**src/rtl/maindec_pipe_if.sv**
```systemverilog
// maindec_pipe_if: D-stage decode inputs and per-stage control outputs of maindec_pipe.
interface maindec_pipe_if #(
    parameter int STAGES = 3
);
    logic [31:0]           instr_d;
    logic                  valid_d;
    logic                  stall;
    logic                  flush_e;
    logic                  hazard_d;
    logic [12*STAGES-1:0]  ctrl_pipe;
    logic [5*STAGES-1:0]   writereg_pipe;
    logic [STAGES-1:0]     valid_pipe;
    logic [STAGES-1:0]     illegal_pipe;

    modport master (
        output instr_d, valid_d, stall, flush_e,
        input  hazard_d, ctrl_pipe, writereg_pipe, valid_pipe, illegal_pipe
    );

    modport slave (
        input  instr_d, valid_d, stall, flush_e,
        output hazard_d, ctrl_pipe, writereg_pipe, valid_pipe, illegal_pipe
    );
endinterface

```
**src/rtl/maindec_pipe.sv**
```systemverilog
// maindec_pipe: pipelined MIPS-32 main decoder with stall, E-flush and load-use bubble.
// The branch/jump group decodes only when MAINDEC_BRANCH_EN is defined; otherwise it is illegal.
module maindec_pipe #(
    parameter int STAGES = 3
) (
    input logic           clk,
    input logic           rst,
    maindec_pipe_if.slave bus
);
    logic [5:0]  op;
    logic [5:0]  funct;
    logic [4:0]  rs;
    logic [4:0]  rt;
    logic [4:0]  rd;
    logic [11:0] ctrl_d;
    logic        ill_d;
    logic [4:0]  wr_d;
    logic        take;

    assign op    = bus.instr_d[31:26];
    assign rs    = bus.instr_d[25:21];
    assign rt    = bus.instr_d[20:16];
    assign rd    = bus.instr_d[15:11];
    assign funct = bus.instr_d[5:0];

    always_comb begin
        ctrl_d = '0;
        ill_d  = 1'b0;
        case (op)
            6'b000000:
                case (funct)
                    6'b000000, 6'b000010, 6'b000011, 6'b000100, 6'b000110, 6'b000111,
                    6'b010000, 6'b010010, 6'b100000, 6'b100001, 6'b100010, 6'b100011,
                    6'b100100, 6'b100101, 6'b100110, 6'b100111, 6'b101010, 6'b101011: ctrl_d = 12'h060;
                    6'b010001, 6'b010011, 6'b011000, 6'b011001, 6'b011010, 6'b011011: ctrl_d = 12'h010;
`ifdef MAINDEC_BRANCH_EN
                    6'b001000: ctrl_d = 12'h00A;
                    6'b001001: ctrl_d = 12'h06A;
`endif
                    default: ill_d = 1'b1;
                endcase
            6'b001000, 6'b001001, 6'b001010, 6'b001011,
            6'b001100, 6'b001101, 6'b001110, 6'b001111: ctrl_d = 12'h0A0;
            6'b100000, 6'b100001, 6'b100011, 6'b100100, 6'b100101: ctrl_d = 12'hCA0;
            6'b101000, 6'b101001, 6'b101011: ctrl_d = 12'h680;
`ifdef MAINDEC_BRANCH_EN
            6'b000100, 6'b000101, 6'b000110, 6'b000111: ctrl_d = 12'h100;
            6'b000001:
                case (rt)
                    5'b00000, 5'b00001: ctrl_d = 12'h100;
                    5'b10000, 5'b10001: ctrl_d = 12'h121;
                    default: ill_d = 1'b1;
                endcase
            6'b000010: ctrl_d = 12'h008;
            6'b000011: ctrl_d = 12'h02C;
`endif
            default: ill_d = 1'b1;
        endcase
        // All-zero word is the canonical nop, not an SLL that writes $0.
        if (bus.instr_d == 32'd0) begin
            ctrl_d = '0;
            ill_d  = 1'b0;
        end
    end

    assign wr_d = !ctrl_d[5] ? 5'd0 : (ctrl_d[2] || ctrl_d[0]) ? 5'd31 : ctrl_d[6] ? rd : rt;

    assign bus.hazard_d = bus.valid_d && bus.valid_pipe[0] && bus.ctrl_pipe[11] &&
                          (bus.writereg_pipe[4:0] != 5'd0) &&
                          (bus.writereg_pipe[4:0] == rs || bus.writereg_pipe[4:0] == rt);

    assign take = bus.valid_d && !bus.flush_e && !bus.hazard_d;

    // Stage word layout: {illegal, valid, writereg[4:0], ctrl[11:0]}.
    for (genvar s = 0; s < STAGES; s++) begin : g_stage
        logic [18:0] d;
        logic [18:0] q;
        if (s == 0) begin : g_head
            assign d = take ? {ill_d, 1'b1, wr_d, ctrl_d} : '0;
        end else begin : g_tail
            assign d = g_stage[s-1].q;
        end
        always_ff @(posedge clk)
            if (rst) q <= '0;
            else if (!bus.stall || (s == 0 && bus.flush_e)) q <= d;
        assign bus.ctrl_pipe[12*s +: 12]    = q[11:0];
        assign bus.writereg_pipe[5*s +: 5]  = q[16:12];
        assign bus.valid_pipe[s]            = q[17];
        assign bus.illegal_pipe[s]          = q[18];
    end
endmodule

```
**src/flat_wrapper.sv**
```systemverilog
// flat-port wrapper written by rule: the top's interface ports become plain ports
module maindec_pipe_flat 
#(
    parameter int STAGES = 3
)
  (clk, rst, bus_instr_d, bus_valid_d, bus_stall, bus_flush_e, bus_hazard_d, bus_ctrl_pipe, bus_writereg_pipe, bus_valid_pipe, bus_illegal_pipe);
  maindec_pipe_if #(.STAGES(STAGES)) bus_i ();
  input logic clk;
  input logic rst;
  input wire logic [$bits(bus_i.instr_d)-1:0] bus_instr_d;
  input wire logic [$bits(bus_i.valid_d)-1:0] bus_valid_d;
  input wire logic [$bits(bus_i.stall)-1:0] bus_stall;
  input wire logic [$bits(bus_i.flush_e)-1:0] bus_flush_e;
  output wire logic [$bits(bus_i.hazard_d)-1:0] bus_hazard_d;
  output wire logic [$bits(bus_i.ctrl_pipe)-1:0] bus_ctrl_pipe;
  output wire logic [$bits(bus_i.writereg_pipe)-1:0] bus_writereg_pipe;
  output wire logic [$bits(bus_i.valid_pipe)-1:0] bus_valid_pipe;
  output wire logic [$bits(bus_i.illegal_pipe)-1:0] bus_illegal_pipe;
  assign bus_i.instr_d = bus_instr_d;
  assign bus_i.valid_d = bus_valid_d;
  assign bus_i.stall = bus_stall;
  assign bus_i.flush_e = bus_flush_e;
  assign bus_hazard_d = bus_i.hazard_d;
  assign bus_ctrl_pipe = bus_i.ctrl_pipe;
  assign bus_writereg_pipe = bus_i.writereg_pipe;
  assign bus_valid_pipe = bus_i.valid_pipe;
  assign bus_illegal_pipe = bus_i.illegal_pipe;
  maindec_pipe #(.STAGES(STAGES)) u_core (.clk(clk), .rst(rst), .bus(bus_i));
endmodule
```
**config.mk**
```make
export PLATFORM = sky130hd
export DESIGN_NAME = maindec_pipe_flat
export DESIGN_NICKNAME = d
export VERILOG_FILES = /design/src/rtl/maindec_pipe_if.sv /design/src/rtl/maindec_pipe.sv /design/src/flat_wrapper.sv
export SDC_FILE = /design/constraint.sdc
export NUM_CORES = 1
export LEC_CHECK = 0
export CORE_ASPECT_RATIO = 1.25
export CORE_MARGIN = 2
export CORE_UTILIZATION = 60
export CTS_CLUSTER_DIAMETER = 40
export DETAILED_ROUTE_END_ITERATION = 12
export DONT_BUFFER_PORTS = 1
export PLACE_DENSITY = 0.76
export SYNTH_ARGS = -nofsm -noshare
export SYNTH_HDL_FRONTEND = slang
export SYNTH_SLANG_ARGS = --single-unit
```
**constraint.sdc**
```tcl
create_clock -name clk -period 2.5 [get_ports clk]
set_clock_uncertainty 0.2 [all_clocks]
set_input_delay 0.5 -clock clk [delete_from_list [all_inputs] [get_ports clk]]
set_output_delay 0.5 -clock clk [all_outputs]
set_load 0.005 [all_outputs]
```
* Yosys cells after proc, flatten, opt, wreduce, memory -nomap -nowiden
Cells that the tools add are included.
W data, S select, Z words.
** Operators by class
- Equal/unequal tests :: 41
- Multiplexer cells :: 10
- Reductions and logical operators :: 23
** Operators by type and width (count)
- $eq A6 B6 Y1 const B :: 18
- $eq A6 B4 Y1 const B :: 8
- $eq A6 B5 Y1 const B :: 8
- $pmux W12 S4 :: 1
- $logic_not A32 Y1 :: 1
- $reduce_or A24 Y1 :: 1
- $mux W19 :: 1
- $eq A6 B3 Y1 const B :: 3
- $reduce_or A18 Y1 :: 1
- $reduce_or A16 Y1 :: 1
- $mux W5 :: 3
- $pmux W7 S2 :: 1
- $eq A6 B2 Y1 const B :: 2
- $logic_not A6 Y1 :: 2
- $mux W12 :: 1
- $eq A5 B5 Y1 :: 2
- $reduce_or A8 Y1 :: 1
- $logic_and A1 B1 Y1 :: 6
- $reduce_or A6 Y1 :: 1
- $reduce_bool A5 Y1 :: 1
- $reduce_or A5 Y1 :: 1
- $logic_not A1 Y1 :: 3
- $logic_or A1 B1 Y1 :: 3
- $reduce_or A3 Y1 :: 1
- other kinds (2) :: 3
** Word-level totals
- Bits in registers :: 57
- Input bits :: 37
- Output and inout bits :: 58
- Logic and storage cells :: 77

* Logic depth before layout (Yosys ltp)
Gate-level depths: netlist (run 1).
- Depth after elaboration :: 9
- Depth in mapped cells :: 6
- Gate-level depth less buffers :: 6

* Least setup slack after synthesis (run 1)
Ideal clock, no wire load.
- Path type :: input-to-reg
- Start :: input port bus_instr_d[29]
- End :: register u_core.g_stage[0].q[12]
- Library setup time :: 0.119 ns
- Arrival time :: 1.824 ns
- Data required time :: 2.181 ns
- Path slack :: 0.357 ns
- Stages :: 6
- Buffers on the path :: 0
- Cells stage by stage :: nor4_1 -> nor3b_1 -> o221ai_1 -> nor2_2 -> mux2i_1 -> o21ai_1
** On the way
- Cells in the longest elaborated chain, start to end :: 8
- Elaborated cells between the ends (all ways) :: 28
- Classes of those cells :: 16 x eq/ne; 6 x mux; 6 x reduce/logical
** Ends and longest elaborated chain
- start: declaration :: RTL line flat_wrapper.sv:10 : input wire logic [$bits(bus_i.instr_d)-1:0] bus_instr_d;
- $eq A6 B4 Y1 / $eq A6 B6 Y1 (equally long branches) :: RTL line maindec_pipe.sv:29 : case (op)
- $reduce_or A8 Y1, or another cell as far along :: RTL line maindec_pipe.sv:29
- $pmux W12 S4 :: RTL line maindec_pipe.sv:29
- $mux W12 * :: RTL line maindec_pipe.sv:60 : if (bus.instr_d == 32'd0) begin
- $mux W5 / $logic_or A1 B1 Y1 (equally long branches) :: RTL line maindec_pipe.sv:66 : assign wr_d = !ctrl_d[5] ? 5'd0 : (ctrl_d[2] || ctrl_d[0]) ? 5'd31 : ctrl_d[6] ? rd : rt;
- $mux W5 :: RTL line maindec_pipe.sv:66
- $mux W5 * :: RTL line maindec_pipe.sv:66
- $mux W19 * :: RTL line maindec_pipe.sv:79 : assign d = take ? {ill_d, 1'b1, wr_d, ctrl_d} : '0;
- end signal: assignment :: RTL line maindec_pipe.sv:84 : if (rst) q <= '0;
- end signal: assignment :: RTL line maindec_pipe.sv:85 : else if (!bus.stall || (s == 0 && bus.flush_e)) q <= d;
- end: declaration :: RTL line maindec_pipe.sv:77 : logic [18:0] q;
Every way passes the cells marked *; elsewhere a longest branch is shown, timed or not.
A chain may end at the register's enable or synchronous reset.

* Final worst setup path (run 1)
- Start :: register u_core.g_stage[0].q[12]
- End :: register u_core.g_stage[0].q[13]
** On the way
- Cells in the longest elaborated chain, start to end :: 6
- Elaborated cells between the ends (all ways) :: 9
- Classes of those cells :: 2 x eq/ne; 1 x mux; 6 x reduce/logical
** Ends and longest elaborated chain
- $eq A5 B5 Y1 / $reduce_bool A5 Y1 (equally long branches) :: RTL line maindec_pipe.sv:70, maindec_pipe.sv:69
- $logic_or A1 B1 Y1 / $logic_and A1 B1 Y1 (equally long branches) :: RTL line maindec_pipe.sv:70, maindec_pipe.sv:68
- $logic_and A1 B1 Y1 * :: RTL line maindec_pipe.sv:69 : (bus.writereg_pipe[4:0] != 5'd0) &&
- $logic_not A1 Y1 * :: RTL line maindec_pipe.sv:72 : assign take = bus.valid_d && !bus.flush_e && !bus.hazard_d;
- $logic_and A1 B1 Y1 * :: RTL line maindec_pipe.sv:72
- $mux W19 * :: RTL line maindec_pipe.sv:79
Marked as above.

==> results of run 1 <==
## placed cells by master, fill, tap and decap left out, types with 2 or more instances in the layout
cell       instances
o21ai_1            5
nor2b_1            4
nor4_1             7
a2111o_1           2
xnor2_1           10
nor2_1            33
nand2b_1           5
buf_4              2
and2_1             2
mux2i_1           33
nand2_1           12
inv_1              2
a21oi_1            8
bufinv_16          2
clkbuf_8           6
a22o_1             4
nand3_1            4
conb_1            15
dfxtp_1           42
## critical path: cells and delay by family, from the launching register on
| family | cells | cell delay, ns |
|---|---|---|
| simple gates | 1 | 0.30 |
| compound gates | 4 | 1.27 |
| flops | 1 | 0.41 |
## metal layers
metal  part of all wire  wire length [um]  GRT usage
met1               0.39              1570      0.224
met2               0.52              2110      0.382
met3              0.067               271     0.0699
met4              0.019                78      0.101
met5                  0                 0          0
## per-stage QoR
stage	cells	instance area (um^2)	setup WS [ns]	hold slack (ns)	total power [mW]
finish	251	2080	0.247	0.0692	1.38
global route	251	2080	0.161	0.0564	1.43
CTS	251	2080	0.253	0.0618	1.39
detailed placement	243	1940	0.0976	0.304	0.749
global placement	243	1940	0.210	0.293	0.747
floorplan	227	2020	0.357	0.260	0.776
## worst max path at each step
stage                                    to               startpoint  cells past startpoint  slack, ns
finish              u_core.g_stage[0].q[13]  u_core.g_stage[0].q[12]                      5       0.25
global route        u_core.g_stage[0].q[13]  u_core.g_stage[0].q[14]                      6       0.16
CTS                 u_core.g_stage[0].q[16]  u_core.g_stage[0].q[12]                      5       0.25
detailed placement  u_core.g_stage[0].q[16]          bus_instr_d[29]                      6        0.1
global placement    u_core.g_stage[0].q[13]          bus_instr_d[29]                      6       0.21
floorplan           u_core.g_stage[0].q[12]          bus_instr_d[29]                      6       0.36
## where the power goes
group          internal [mW]  switching (mW)
Combinational         0.0326          0.0248
Clock                  0.426           0.219
Sequential             0.672         0.00447
Total                   1.13           0.248
## cell type report
class | instances | area [um^2] | area share
repair buffers | 2 | 15.0 | 0.00722
well taps | 37 | 46.3 | 0.0223
multi-input cells | 160 | 1030 | 0.494
flip-flops and latches | 42 | 841 | 0.405
clock inverters | 2 | 60.1 | 0.0289
inverters | 2 | 7.51 | 0.00361
clock buffers | 6 | 82.6 | 0.0397
## logic make-up after synthesis
family / after synthesis / synth area share
simple gates: 74 / 0.179
xor+xnor: 10 / 0.0445
compound gates: 28 / 0.101
mux: 33 / 0.168
buf+inv: 25 / 0.0776
other cells: 1 / 0.00191
flops: 42 / 0.427
==> flow_summary.yaml, run 1 <==
status:
  status: "completed"
min_path:
  min_from: "rst"
  min_path_cells: 1
  hold_end: "u_core.g_stage[2].q[10]"
  hold_path_class: "primary input to flip-flop"
floorplanning:
  ioPinCount: 95
  rows: 23
  fp.dieW_um: 55.2
  coreArea_mm2: 0.00317
  die_h_um: 68.0
  dieArea_mm2: 0.00376
  initial_core_util: 0.621
cells_and_area:
  nets: 250
  drive_gt1_frac: 0.0654
  syn_to_final_growth_pct: 5.66
  largest_register_ffs: 42
  n_antenna_cell: 0
  fillers: 277
  finalCoreUtilization: 0.657
  largest_register: "u_core.g_stage.q"
  reg.largest.list: "u_core.g_stage.q (42)"
worst_setup_path:
  path_max_fanout: 6
  critPathMaxStageDelay_ns: 0.52
  crit_arrival_ns: 2.27
  cp.required_ns: 2.52
  crit_top_cell: "a2111o_1"
  reg2reg_to: "u_core.g_stage[0].q[13]"
  worstSetupPathType: "flip-flop to flip-flop"
  ff2ff_setup_slack_ns: 0.25
  start_kind: "flip-flop"
  worst-r2r-cell-count: 5
  end_kind: "flip-flop"
  cp_cell_sequence: "nor3_1 -> a21oi_1 -> a2111o_1 -> a2111o_1 -> o21ai_1"
  rr_startpoint: "u_core.g_stage[0].q[12]"
  crit_slowest_cell: "a2111o_1"
timing:
  setup_viol: 0
  drv_slew: 0
  fin_crit_sh: 0.901
  finalHoldViolCount: 0
  fmax_ghz: 0.444
  rsz0062_at_grt: "false"
  period_needed_ns: 2.25
  tns_ns: 0
power:
  power_density_mw_per_mm2: 663
  vdd_drop_max_mv: 0.625
  power_leakage_nw: 0.833
synth:
  ys_async_sr_fraction: 0
  synth_cell_types: 36
  syn_avg_cell_area_um2: 9.23
  synth_edf_count: 0
  syn_inst: 213
  ys_seq_elements: 42
  synthTopCellsByArea: "dfxtp_1, mux2i_1, nor2_1, buf_4, xnor2_1"
  seq_area_frac_synth: 0.427
  synth_area_mm2: 0.00197
  yosys.area.top_type: "dfxtp_1"
  yosysWarnings: 0
  synth_top_area_share: 0.427
  synth_most_common_cell: "dfxtp_1"
  synth_ff_type: "dfxtp_1"
  yosys-top-cells-count: "dfxtp_1, mux2i_1, nor2_1"
place:
  dp_hpwl_um: 3110
  place.gp.congestion: 0.854
  io_buffer_count: 0
global_route:
  grt_max_degree: 36
  grt_first_pass_wirelength_um: 6110
  antenna_found_initial: 0
  first_global_vias: 1367
  grt-ovfl-total: 0
  grt.total_usage: 0.211
clock_tree:
  ctsHtreeMaxLevel: 2
  ctsResizeCount: 0
  cts_hold_buf: 0
  cts_root_buf: "clkbuf_8"
  clk_path_buf_depth: 2
  cts_buffers: 5
  path_clk_slew_ns: 0.08
  cts_tree: "yes"
  post_cts_buffers: 0
  cts_sinks: 42
  clock_latency_ns: 0.29
detailed_routing:
  routed_wl_um: 4030
  drt_first_pass_iters: 4
  drc_errors: 0
  wl_per_cell_um: 16.0
  ant_nets: 0
  avgViaCountPerCell: 5.85
  drtIter0Drc: 69
  via_count: 1469
flow_run:
  maxCapViolations: 0
Power figures use the tool's default switching activity.
==> run 2, diff against run 1 <==
- clock period: 2.5 -> 2.45 ns (I/O delays scaled with it)
==> run 2 against run 1 <==
Setup slack lost 0.015 ns. Global-route usage grew 0.28 points. Clock power shrank 21%. Sequential power grew 2%. Critical endpoint unchanged. Worst hold slack lost 0.012 ns. Critical path depth grew 1. Total power shrank 8.6%. Sequential cell count is the same. Sequential share of layout area grew 0.49 points. Largest power group unchanged. Die area is the same. Core utilization shrank 0.79 points. Highest routed layer unchanged.
==> flow_summary.yaml, run 2 (synthesis gave the netlist of run 1 again) <==
worst_setup_path:
  critPathMaxStageDelay_ns: 0.51
  end_kind: "flip-flop"
  cp_cell_sequence: "xnor2_1 -> nand3_1 -> o22ai_1 -> a2111o_1 -> a2111o_1 -> o21ai_1"
  cp.required_ns: 2.47
  worstSetupPathType: "flip-flop to flip-flop"
  path_max_fanout: 6
  crit_arrival_ns: 2.24
  start_kind: "flip-flop"
  ff2ff_setup_slack_ns: 0.23
  crit_top_cell: "a2111o_1"
  crit_slowest_cell: "dfxtp_1"
timing:
  drv_slew: 0
  fmax_ghz: 0.451
  period_needed_ns: 2.22
  tns_ns: 0
  holdWs_ns: 0.0575
  setup_viol: 0
  finalHoldViolCount: 0
  rsz0062_at_grt: "false"
  fin_crit_sh: 0.906
cells_and_area:
  largest_register_ffs: 42
  final_cell_mix: "dfxtp_1, nor2_1, mux2i_1"
  n_antenna_cell: 0
  fillers: 271
  largest_register: "u_core.g_stage.q"
  nets: 251
  stdcell_count: 252
  syn_to_final_growth_pct: 4.39
  drive_gt1_frac: 0.0698
  multi_input_area_mm2: 0.00103
  reg.largest.list: "u_core.g_stage.q (42)"
  mostFrequentLayoutCell: "dfxtp_1"
  regArea_um2: 841
place:
  place.gp.congestion: 0.847
  dp_cells: 244
  io_buffer_count: 0
  dp_hpwl_um: 3150
detailed_routing:
  route.met2.wl_um: 2070
  drc_errors: 0
  ant_nets: 0
  drt_first_pass_iters: 4
  routed_wl_um: 4070
  avgViaCountPerCell: 5.90
  dr_wl_met3_um: 315
  via_count: 1486
  wirelength_met1_um: 1570
  wl_per_cell_um: 16.1
  drtIter0Drc: 44
  routed.top_layer: "met4"
min_path:
  hold_path_class: "primary input to flip-flop"
power:
  p_comb_frac: 0.047
  power_leakage_nw: 0.825
  switching_share: 0.204
  clkPwrFrac: 0.405
  power_density_mw_per_mm2: 614
  vdd_drop_max_mv: 0.525
  p_sw_mw: 0.257
  internal-power_mw: 1.00
  seqPwrFrac: 0.548
clock_tree:
  clock_latency_ns: 0.29
  cts_hold_buf: 0
  path_clk_slew_ns: 0.08
  ctsHtreeMaxLevel: 2
  cts_buffers: 5
  cts_tree: "yes"
  cts_root_buf: "clkbuf_8"
  ctsResizeCount: 0
  post_cts_buffers: 0
  cts_sinks: 42
  clk_path_buf_depth: 2
status:
  status: "completed"
flow_run:
  maxCapViolations: 0
floorplanning:
  fp.dieW_um: 55.2
  coreArea_mm2: 0.00317
  ioPinCount: 95
  dieArea_mm2: 0.00376
  initial_core_util: 0.621
  rows: 23
  die_h_um: 68.0
global_route:
  grt-ovfl-total: 0
  grt.total_usage: 0.214
  first_global_vias: 1397
  grt_max_degree: 36
  antenna_found_initial: 0
  grt_first_pass_wirelength_um: 6200
## run 2: layout make-up
class | instances | area share
clock buffers | 8 | 0.0536
inverters | 2 | 0.00366
multi-input cells | 160 | 0.500
flip-flops and latches | 42 | 0.410
well taps | 37 | 0.0225
repair buffers | 3 | 0.0110
## run 2: metrics by stage
stage | util | instance area (um^2) | power [mW] | worst slack (ns)
after floorplan | - | 2020 | 0.792 | 0.317
after global placement | 0.614 | 1940 | 0.763 | 0.224
after detailed placement | 0.614 | 1940 | 0.765 | 0.140
after CTS | 0.649 | 2050 | 1.27 | 0.243
after global routing | 0.649 | 2050 | 1.30 | 0.160
final | 0.649 | 2050 | 1.26 | 0.232
## run 2: power by group through the flow
stage / registers (mW) / clock network [mW] / logic [mW]
after floorplan: 0.705 / 0 / 0.0867
after global placement: 0.706 / 0 / 0.0562
after detailed placement: 0.706 / 0 / 0.0587
after CTS: 0.690 / 0.518 / 0.0588
after global routing: 0.691 / 0.544 / 0.0668
final: 0.690 / 0.511 / 0.0592
## run 2: per-layer routing
metal,up-vias,GRT usage
li1,715,-
met1,688,0.211
met2,75,0.390
met3,8,0.0813
met4,0,0.122
met5,-,0
## run 2: worst paths after layout
check,start,cells past startpoint,end
worst max-delay path,u_core.g_stage[0].q[12],6,u_core.g_stage[0].q[13]
worst min-delay path,rst,1,u_core.g_stage[2].q[11]
worst min register to register,u_core.g_stage[0].q[5],2,u_core.g_stage[0].q[5]
worst max register to register,u_core.g_stage[0].q[12],6,u_core.g_stage[0].q[13]
## run 2: worst max-delay path: cells and delay by family (launching register included)
family / cells / cell delay [ns]
simple gates: 1 / 0.09
compound gates: 4 / 1.21
flops: 1 / 0.51
xor+xnor: 1 / 0.13
